`config.mk`:
```
export PLATFORM = sky130hd
export DESIGN_NAME = bram_frame_reader_flat
export DESIGN_NICKNAME = d
export VERILOG_FILES = /design/src/rtl/bram_frame_reader_if.sv /design/src/rtl/bram_frame_reader.sv /design/src/flat_wrapper.sv
export SDC_FILE = /design/constraint.sdc
export NUM_CORES = 1
export LEC_CHECK = 0
export BUFFER_PORTS_ARGS = -buffer_cell sky130_fd_sc_hd__buf_2
export CORE_UTILIZATION = 63
export DETAILED_ROUTE_END_ITERATION = 6
export GPL_TIMING_DRIVEN = 0
export PLACE_DENSITY = 0.82
export RECOVER_POWER = 25
export SETUP_SLACK_MARGIN = 0.2
export SLEW_MARGIN = 20
export SYNTH_ARGS = -nofsm -noshare
export SYNTH_HDL_FRONTEND = slang
export SYNTH_SLANG_ARGS = --single-unit
```
`constraint.sdc`:
```
create_clock -name clk -period 3.6 [get_ports clk]
set_input_delay 0 -clock clk [delete_from_list [all_inputs] [get_ports clk]]
set_output_delay 0 -clock clk [all_outputs]
set_load 0.02 [all_outputs]
```
`src/rtl/bram_frame_reader_if.sv`:
```
// Request, RAM read port and byte-stream signals of bram_frame_reader.
// The reader sits on the master side and the RAM/requester/sink on the slave side.
interface bram_frame_reader_if #(
    parameter int ADDR_W = 12,
    parameter int DATA_W = 8
);
    logic              start;
    logic [ADDR_W-1:0] base;
    logic [ADDR_W-1:0] len;
    logic              abort;
    logic [ADDR_W-1:0] ram_addr;
    logic [DATA_W-1:0] ram_rdata;
    logic [DATA_W-1:0] m_data;
    logic              m_valid;
    logic              m_ready;
    logic              m_last;
    logic              busy;
    logic              done;
    logic              err;

    modport master (
        input  start, base, len, abort, ram_rdata, m_ready,
        output ram_addr, m_data, m_valid, m_last, busy, done, err
    );

    modport slave (
        output start, base, len, abort, ram_rdata, m_ready,
        input  ram_addr, m_data, m_valid, m_last, busy, done, err
    );
endinterface

```
`src/rtl/bram_frame_reader.sv`:
```
// Streams len bytes from a registered-output BRAM starting at base (address wraps at DEPTH)
// through a 4-entry FIFO with valid/ready backpressure, abort and start checking.
module bram_frame_reader #(
    parameter int ADDR_W = 12,
    parameter int DATA_W = 8,
    parameter int DEPTH  = 1501
) (
    input logic                 clk,
    input logic                 rstn,
    bram_frame_reader_if.master bus
);
    localparam logic [ADDR_W-1:0] LAST_ADDR = ADDR_W'(DEPTH - 1);
    localparam logic [ADDR_W:0]   DEPTH_W   = (ADDR_W + 1)'(DEPTH);
    localparam int                STAGES    = 1;

    typedef enum logic [1:0] {IDLE, STREAM, FLUSH} state_t;

    state_t            state;
    logic [ADDR_W-1:0] frame_len;
    logic [ADDR_W-1:0] issued;
    logic [ADDR_W-1:0] rd_addr;
    logic [ADDR_W-1:0] ram_addr;
    logic              busy;
    logic              done;
    logic              err;

    // Read pipeline: [0] = address register stage, [STAGES] = RAM output stage.
    logic [STAGES:0]   vld_pipe;
    logic [STAGES:0]   last_pipe;

    logic [DATA_W-1:0] fifo_data [4];
    logic [3:0]        fifo_last;
    logic [1:0]        wr_ptr;
    logic [1:0]        rd_ptr;
    logic [2:0]        fifo_count;

    logic              start_ok;
    logic              issue;
    logic              final_rd;
    logic              push;
    logic              pop;
    logic              m_valid;
    logic [2:0]        inflight;

    assign inflight = {2'b00, vld_pipe[0]} + {2'b00, vld_pipe[STAGES]};
    assign start_ok = (bus.len != '0) && ({1'b0, bus.len} <= DEPTH_W) && (bus.base <= LAST_ADDR);
    assign final_rd = (issued == frame_len - 1'b1);

    // Reserve FIFO space for every outstanding read so no returning byte is ever dropped.
    assign issue = (state == STREAM) && !bus.abort && (issued != frame_len) &&
                   ((fifo_count + inflight) < 3'd4);
    assign push  = (state == STREAM) && !bus.abort && vld_pipe[STAGES];
    assign pop   = (state == STREAM) && m_valid && bus.m_ready;

    assign m_valid      = (fifo_count != 3'd0);
    assign bus.m_valid  = m_valid;
    assign bus.m_data   = fifo_data[rd_ptr];
    assign bus.m_last   = m_valid && fifo_last[rd_ptr];
    assign bus.ram_addr = ram_addr;
    assign bus.busy     = busy;
    assign bus.done     = done;
    assign bus.err      = err;

    always_ff @(posedge clk or negedge rstn) begin
        if (!rstn) begin
            state      <= IDLE;
            frame_len  <= '0;
            issued     <= '0;
            rd_addr    <= '0;
            ram_addr   <= '0;
            busy       <= 1'b0;
            done       <= 1'b0;
            err        <= 1'b0;
            vld_pipe   <= '0;
            last_pipe  <= '0;
            fifo_last  <= '0;
            wr_ptr     <= '0;
            rd_ptr     <= '0;
            fifo_count <= '0;
            for (int i = 0; i < 4; i++) fifo_data[i] <= '0;
        end else begin
            done      <= 1'b0;
            err       <= 1'b0;
            vld_pipe  <= {vld_pipe[STAGES-1:0], issue};
            last_pipe <= {last_pipe[STAGES-1:0], issue && final_rd};

            if (issue) begin
                ram_addr <= rd_addr;
                rd_addr  <= (rd_addr == LAST_ADDR) ? '0 : rd_addr + 1'b1;
                issued   <= issued + 1'b1;
            end

            if (push) begin
                fifo_data[wr_ptr] <= bus.ram_rdata;
                fifo_last[wr_ptr] <= last_pipe[STAGES];
                wr_ptr            <= wr_ptr + 2'd1;
            end
            if (pop) rd_ptr <= rd_ptr + 2'd1;

            case ({push, pop})
                2'b10:   fifo_count <= fifo_count + 3'd1;
                2'b01:   fifo_count <= fifo_count - 3'd1;
                default: fifo_count <= fifo_count;
            endcase

            // FSM updates come last so abort's FIFO clear overrides the datapath above.
            case (state)
                IDLE: begin
                    if (bus.start) begin
                        if (start_ok) begin
                            state     <= STREAM;
                            busy      <= 1'b1;
                            frame_len <= bus.len;
                            rd_addr   <= bus.base;
                            issued    <= '0;
                        end else begin
                            err <= 1'b1;
                        end
                    end
                end
                STREAM: begin
                    if (bus.abort) begin
                        state      <= FLUSH;
                        wr_ptr     <= '0;
                        rd_ptr     <= '0;
                        fifo_count <= '0;
                    end else if (pop && fifo_last[rd_ptr]) begin
                        state <= IDLE;
                        busy  <= 1'b0;
                        done  <= 1'b1;
                    end
                end
                FLUSH: begin
                    // The RAM-stage read shifts out this edge without a push.
                    if (!vld_pipe[0]) begin
                        state <= IDLE;
                        busy  <= 1'b0;
                    end
                end
                default: begin
                    state <= IDLE;
                    busy  <= 1'b0;
                end
            endcase
        end
    end
endmodule

```
`src/flat_wrapper.sv`:
```
// flat-port wrapper written by rule: the top's interface ports become plain ports
module bram_frame_reader_flat 
#(
    parameter int ADDR_W = 12,
    parameter int DATA_W = 8,
    parameter int DEPTH  = 1501
)
  (clk, rstn, bus_start, bus_base, bus_len, bus_abort, bus_ram_rdata, bus_m_ready, bus_ram_addr, bus_m_data, bus_m_valid, bus_m_last, bus_busy, bus_done, bus_err);
  bram_frame_reader_if #(.ADDR_W(ADDR_W), .DATA_W(DATA_W)) bus_i ();
  input logic clk;
  input logic rstn;
  input wire logic [$bits(bus_i.start)-1:0] bus_start;
  input wire logic [$bits(bus_i.base)-1:0] bus_base;
  input wire logic [$bits(bus_i.len)-1:0] bus_len;
  input wire logic [$bits(bus_i.abort)-1:0] bus_abort;
  input wire logic [$bits(bus_i.ram_rdata)-1:0] bus_ram_rdata;
  input wire logic [$bits(bus_i.m_ready)-1:0] bus_m_ready;
  output wire logic [$bits(bus_i.ram_addr)-1:0] bus_ram_addr;
  output wire logic [$bits(bus_i.m_data)-1:0] bus_m_data;
  output wire logic [$bits(bus_i.m_valid)-1:0] bus_m_valid;
  output wire logic [$bits(bus_i.m_last)-1:0] bus_m_last;
  output wire logic [$bits(bus_i.busy)-1:0] bus_busy;
  output wire logic [$bits(bus_i.done)-1:0] bus_done;
  output wire logic [$bits(bus_i.err)-1:0] bus_err;
  assign bus_i.start = bus_start;
  assign bus_i.base = bus_base;
  assign bus_i.len = bus_len;
  assign bus_i.abort = bus_abort;
  assign bus_i.ram_rdata = bus_ram_rdata;
  assign bus_i.m_ready = bus_m_ready;
  assign bus_ram_addr = bus_i.ram_addr;
  assign bus_m_data = bus_i.m_data;
  assign bus_m_valid = bus_i.m_valid;
  assign bus_m_last = bus_i.m_last;
  assign bus_busy = bus_i.busy;
  assign bus_done = bus_i.done;
  assign bus_err = bus_i.err;
  bram_frame_reader #(.ADDR_W(ADDR_W), .DATA_W(DATA_W), .DEPTH(DEPTH)) u_core (.clk(clk), .rstn(rstn), .bus(bus_i));
endmodule
```
==> impl_metrics.csv, run 1 <==
group,metric,value,unit
place,port_buffers,61,
drt,via_count,4295,
final_layout,final_common_cell,"dfrtp_1",
floorplanning,coreArea,7888,µm²
drt,wl_met2,6.286,mm
yosys,ys_ff_latch,100,
sta,worstMarginPinSlew,1177,ps
yosys,yosysSeqAreaShare,47.84,%
clocking,clock-sinks,100,
critical_path,slowest_delay,420,ps
yosys,yosys-top-cells-area,"dfrtp_1 48%, mux2_2 9.5%, mux4_2 3.9%",
global_route,grt_pass1_wl,20.70,mm
critical_path,endpoint_kind,"flip-flop",
clocking,clockBufferDepth,2,
final_layout,diodes,0,
floorplanning,ios,62,
run,cap_violations,0,
clocking,cts_tree,"done",
worst_hold_path,worstHoldPathCells,3,
drt,routed_via_density,6.092,
sta,rsz0062_at_grt,"no",
worst_hold_path,hold_path.class,"input pin to flip-flop",
yosys,async_reset_ff_share,100.0,%
floorplanning,start_util,66.32,%
power,p_per_area,504.1,nW/µm²
place,gp_congestion,0.9122,
yosys,yosysWarnings,0,
yosys,netlist.area_leader.share,47.84,%
sta,clock-skew-final,15.63,ps
place,pre_cts_ws,874.8,ps
final_layout,fin_cells,705,
sta,relSlewSlack,21.53,%
critical_path,path_max_fanout,10,
place,placed_cells,658,
final_layout,area_growth,18.66,%
yosys,synth-edff-count,0,
power,peakVddDrop,0.2637,mV
clocking,cts-hold-fix-buffers,32,
sta,drv_slew,0,
sta,fmax,355.0,MHz
clocking,numCtsBuffers,9,
global_route,grt_pass1_vias,4268,
yosys,synth_top_area_cell,"dfrtp_1",
clocking,clock_latency,360,ps
drt,wl,12.51,mm
critical_path,critPathArrivalTime,3090,ps
drt,dr_wl_met3,652,µm
final_layout,layout_common_cells,"100 x dfrtp_1, 64 x buf_2, 54 x nand2_1, 44 x mux2_2, 32 x dlygate4sd3_1",
clocking,cts_max_level,3,
critical_path,timing.rr.end,"u_core.rd_addr[5]",
power,power,0.003129,W
drt,drt_iter0_drc,267,
global_route,grt.overflow.total,0,
sta,fin_tns_setup,0,ps
yosys,synthFlopType,"dfrtp_1",
sta,hold_viol_final,0,
critical_path,crit_path_start_kind,"flip-flop",
drt,m1WireLength,5.447,mm
power,p_leak,2.887,nW
global_route,grt_max_degree,82,
drt,wl_per_cell,17.74,µm
place,dpl.hpwl,8.328,mm
sta,timing.final.ws_setup,782.8,ps
worst_hold_path,worstHoldStart,"bus_m_ready",
drt,antenna_left,0,
sta,fin_crit,2817,ps
clocking,postCtsResizedCells,0,
yosys,synth_cell_types,54,
yosys,syn_inst,494,
floorplanning,rows,32,
yosys,syn_nets,543,
floorplanning,die_area,8672,µm²
drt,top_layer_used,"met4",
critical_path,required,3870,ps
floorplanning,die_x,93.13,µm
critical_path,reg2reg_setup_slack,780,ps
yosys,netlist_area,5231,µm²
drt,firstDrtPassIters,5,
critical_path,reg2regPathDepth,10,
clocking,clkSlewWorstSetupHoldPaths,100,ps
worst_hold_path,hold_end,"u_core.bus.done",
critical_path,path_cells,"ha_1 -> ha_1 -> a31oi_1 -> mux2i_1 -> a31o_1 -> buf_6 -> buf_6 -> clkbuf_1 -> o21ai_0 -> a22oi_1",
final_layout,fin_nets,648,
critical_path,r2r-start,"u_core.vld_pipe[0]",
sta,setup_viol,0,
critical_path,worstSetupPathType,"flip-flop to flip-flop",
final_layout,fin_area,6207,µm²
status,outcome,"complete, no violations",
global_route,antenna_found_initial,0,
yosys,syn_avg_cell_area,10.59,µm²
sta,finalCritPeriodShare,78.26,%
global_route,grt_util_all_layers,30.78,%
final_layout,drive_above_1_share,23.22,%
clocking,cts_root_buffer,"clkbuf_8",
floorplanning,die_y,93.13,µm
clocking,post_cts_buffers,0,
place,placed_cell_area,5698,µm²
drt,drc,0,
critical_path,crit_slowest_cell,"clkbuf_1",
-- worst max path at each step --
stage	slack [ps]	cells after the start	start	to
CTS	840	10	u_core.vld_pipe[0]	u_core.rd_addr[3]
global placement	920	10	u_core.vld_pipe[0]	u_core.rd_addr[4]
finish	780	10	u_core.vld_pipe[0]	u_core.rd_addr[5]
detailed placement	870	10	u_core.vld_pipe[0]	u_core.rd_addr[3]
global route	610	10	u_core.vld_pipe[0]	u_core.rd_addr[2]
floorplan	1400	9	u_core.vld_pipe[0]	u_core.issued[6]
-- flip-flops by register name (all words and copies together), names as in the netlist --
name,count
u_core.fifo_data,32
u_core.bus.ram_addr,12
u_core.frame_len,12
u_core.issued,12
u_core.rd_addr,12
u_core.fifo_last,4
u_core.fifo_count,3
u_core.last_pipe,2
u_core.rd_ptr,2
u_core.state,2
u_core.vld_pipe,2
u_core.wr_ptr,2
u_core.bus.busy,1
u_core.bus.done,1
u_core.bus.err,1
-- worst max-delay path, delay by kind of cell (launching register included) --
family                   cells  cell delay (ps)
adder cells (fa/ha/maj)      2              480
multiplexers                 1              400
buffers and inverters        3              690
flip-flops                   1              410
AO/OA/AOI/OAI                4              750
-- layer usage --
layer | track usage, % | up-vias
met5 | 0 | -
met4 | 7.949 | 0
met3 | 5.203 | 12
met2 | 52.02 | 142
met1 | 41.45 | 2132
li1 | - | 2009
-- area by class of cell --
cell class	count	area [µm²]
Timing Repair Buffer	94	651.9
Inverter	27	101.3
Sequential cell	100	2502
Clock buffer	9	123.9
Tap cell	102	127.6
Fill cell	531	1680
Buffer	25	115.1
Clock inverter	6	72.57
Multi-Input combinational cell	342	2512
-- per-stage QoR --
stage	util, %	hold slack [ps]
final	78.70	89.81
after global placement	71.81	221.8
after CTS	78.79	35.73
after floorplan	-	-295.6
after global routing	78.70	116.8
after detailed placement	72.24	-143.8
-- cell usage after synthesis (all sizes together), types with 6 or more instances --
| cell type | count |
|---|---|
| nor3 | 9 |
| mux2 | 44 |
| o21ai | 22 |
| xor2 | 10 |
| nor2 | 25 |
| a21oi | 23 |
| buf | 7 |
| o31ai | 11 |
| or4 | 10 |
| inv | 27 |
| xnor2 | 14 |
| a22oi | 6 |
| mux4 | 9 |
| nand2 | 54 |
| nor4 | 7 |
| nand3 | 13 |
| dfrtp | 100 |
| a31oi | 10 |
| clkbuf | 18 |
| ha | 11 |
-- power by group --
group / internal [W] / total (W) / switching (W) / leakage, nW
clock network: 0.000325 / 0.000730 / 0.000405 / 0.0899
registers: 0.00130 / 0.00147 / 0.000171 / 1.33
logic: 0.000381 / 0.000929 / 0.000548 / 1.47
total: 0.00200 / 0.00313 / 0.00112 / 2.89
-- cell families after synthesis --
family / share of synthesized area, %
simple gates: 15.33
flops: 47.84
compound gates: 11.55
mux: 14.11
buf+inv: 4.137
xor+xnor: 4.018
fa+ha+maj: 3.014
(Power assumes the default switching activity.)
==> run 2: changes to the inputs <==
--- a/config.mk
+++ b/config.mk
@@ -6,10 +6,10 @@
 export NUM_CORES = 1
 export LEC_CHECK = 0
 export BUFFER_PORTS_ARGS = -buffer_cell sky130_fd_sc_hd__buf_2
-export CORE_UTILIZATION = 63
+export CORE_UTILIZATION = 58
 export DETAILED_ROUTE_END_ITERATION = 6
 export GPL_TIMING_DRIVEN = 0
-export PLACE_DENSITY = 0.82
+export PLACE_DENSITY = 0.76
 export RECOVER_POWER = 25
 export SETUP_SLACK_MARGIN = 0.2
 export SLEW_MARGIN = 20
==> constraint.sdc (replaced) <==
create_clock -name clk -period 2.75 [get_ports clk]
set_input_delay 0 -clock clk [delete_from_list [all_inputs] [get_ports clk]]
set_output_delay 0 -clock clk [all_outputs]
set_load 0.02 [all_outputs]
==> run 2 against run 1 <==
The run now ends with max-capacitance violations, max-slew violations left. Power rose by 32%. First-iteration DRC count shrank 9.4%. Wire length down 2.9%. Register-to-register slack worse by 500 ps. Critical endpoint is now u_core.rd_addr[6].
==> impl_metrics.csv, run 2 (synthesis results as in run 1) <==
group,metric,value,unit
critical_path,critPathArrivalTime,2750,ps
global_route,grt_util_all_layers,27.19,%
floorplanning,die_area,9403,µm²
clocking,clkSlewWorstSetupHoldPaths,100,ps
sta,setup_viol,0,
critical_path,worstSetupPathType,"flip-flop to flip-flop",
sta,finalCritPeriodShare,89.87,%
final_layout,layout_common_cells,"100 x dfrtp_1, 64 x buf_2, 54 x nand2_1, 44 x mux2_2, 31 x dlygate4sd3_1",
place,port_buffers,61,
power,p_per_area,658.4,nW/µm²
drt,drc,0,
clocking,clockBufferDepth,2,
final_layout,area_growth,19.47,%
clocking,cts_tree,"done",
critical_path,r2r-start,"u_core.vld_pipe[0]",
critical_path,reg2regPathDepth,10,
global_route,grt.overflow.total,0,
run,cap_violations,1,
sta,fin_crit,2471,ps
power,p_leak,2.915,nW
status,violations,"max-capacitance violations, max-slew violations",
sta,worstMarginPinSlew,1863,ps
drt,routed_via_density,5.940,
final_layout,drive_above_1_share,25.04,%
final_layout,diodes,0,
status,outcome,"finished, violations left",
critical_path,timing.rr.end,"u_core.rd_addr[6]",
clocking,clock_latency,370,ps
clocking,cts_root_buffer,"clkbuf_8",
final_layout,final_common_cell,"dfrtp_1",
floorplanning,coreArea,8721,µm²
global_route,antenna_found_initial,0,
critical_path,startpoint,"u_core.vld_pipe[0]",
final_layout,post-route-util,71.66,%
drt,wl_per_cell,17.08,µm
final_layout,largest_register,"u_core.fifo_data",
clocking,clock-sinks,100,
sta,fin_tns_setup,0,ps
floorplanning,die_x,96.97,µm
critical_path,required,3030,ps
floorplanning,start_util,59.99,%
sta,fmax,404.6,MHz
clocking,post_cts_buffers,0,
drt,drt_iter0_drc,242,
sta,rsz0062_at_grt,"no",
place,dpl.hpwl,8.232,mm
drt,firstDrtPassIters,4,
power,peakVddDrop,0.4061,mV
sta,hold_viol_final,0,
place,gp_congestion,0.9244,
worst_hold_path,hold_path.class,"input pin to flip-flop",
global_route,grt_max_degree,69,
sta,clock-skew-final,12.31,ps
critical_path,reg2reg_setup_slack,280,ps
global_route,grt_pass1_wl,20.33,mm
sta,relSlewSlack,-24.23,%
floorplanning,rows,34,
drt,wl,12.15,mm
global_route,grt_pass1_vias,4258,
floorplanning,die_y,96.97,µm
sta,drv_slew,33,
critical_path,crit_path_start_kind,"flip-flop",
final_layout,largest_reg_flops,32,
final_layout,nFillCells,654,
critical_path,path_max_fanout,10,
clocking,numCtsBuffers,9,
critical_path,worstSetupEndpoint,"u_core.rd_addr[6]",
final_layout,fin_nets,647,
floorplanning,ios,62,
drt,via_count,4223,
critical_path,endpoint_kind,"flip-flop",
drt,antenna_left,0,
clocking,cts_max_level,3,
==> run 2: cell count changes in the layout (fill, tap and decap cells not counted), moves of 2 or more <==
cell,previous run,this run
nor3b_1,3,1
clkbuf_1,18,12
clkbuf_2,1,4
clkinv_4,0,2
clkinvlp_4,3,0
nor3b_2,0,2
==> run 2: power by group <==
part           internal, W  switching, W  total [W]
clock network     0.000436      0.000555   0.000991
logic             0.000502      0.000700    0.00120
registers          0.00170      0.000222    0.00192
total              0.00264       0.00148    0.00411
==> run 2: timing repair <==
item | in CTS | in global routing
gates resized for setup | 2 | 17
pin swaps | 0 | 0
hold buffers | 31 | 0
setup endpoints to repair | 14 | 30
endpoints found under the hold margin | 154 | 0
==> run 2: worst max-delay path, cell delays in order (launching register included) <==
cell      delay, ps
dfrtp_1         420
ha_1            210
ha_1            290
a31oi_2         240
mux2i_2         330
a31o_1          150
buf_6           130
buf_6           140
clkbuf_4        200
o21ai_0         120
a22oi_1         160
==> run 2: layout make-up <==
| cell class | instances | area [µm²] | area share (%) |
|---|---|---|---|
| Clock buffer | 9 | 123.9 | 1.982 |
| Inverter | 27 | 101.3 | 1.622 |
| Clock inverter | 7 | 81.33 | 1.301 |
| Timing Repair Buffer | 93 | 641.9 | 10.27 |
| Multi-Input combinational cell | 342 | 2537 | 40.60 |
| Buffer | 25 | 126.4 | 2.022 |
| Sequential cell | 100 | 2502 | 40.04 |
| Tap cell | 108 | 135.1 | 2.162 |
==> run 2: worst min-delay path by stage <==
| stage | startpoint | end | depth (start not counted) | slack (ps) |
|---|---|---|---|---|
| global route | bus_abort | u_core.state[0] | 3 | 20 |
| floorplan | rstn | u_core.bus.busy | 0 | -300 |
| global placement | bus_base[8] | u_core.rd_addr[8] | 3 | 220 |
| detailed placement | rstn | u_core.fifo_data[27] | 1 | -90 |
| finish | bus_abort | u_core.bus.done | 3 | 5 |
| CTS | bus_abort | u_core.bus.done | 3 | 4 |
==> run 2: per-layer routing <==
layer  global-route usage [%]  share of wire (%)
met3                    2.818                3.6
met4                    8.611                1.1
met2                    48.00                 51
met5                        0                  0
met1                    35.24                 44
==> run 2: stage by stage <==
stage | hold slack, ps | std cells | power [W] | setup slack [ps] | area [µm²]
3_5_place_dp | -90.39 | 664 | 0.003103 | 77.29 | 5705
3_3_place_gp | 220.9 | 663 | 0.003058 | 93.70 | 5672
5_1_grt | 15.83 | 711 | 0.004365 | 182.5 | 6250
2_1_floorplan | -295.6 | 494 | 0.002725 | 551.8 | 5231
6_report | 4.556 | 711 | 0.004115 | 278.6 | 6250
4_1_cts | 3.522 | 711 | 0.004118 | 228.4 | 6223
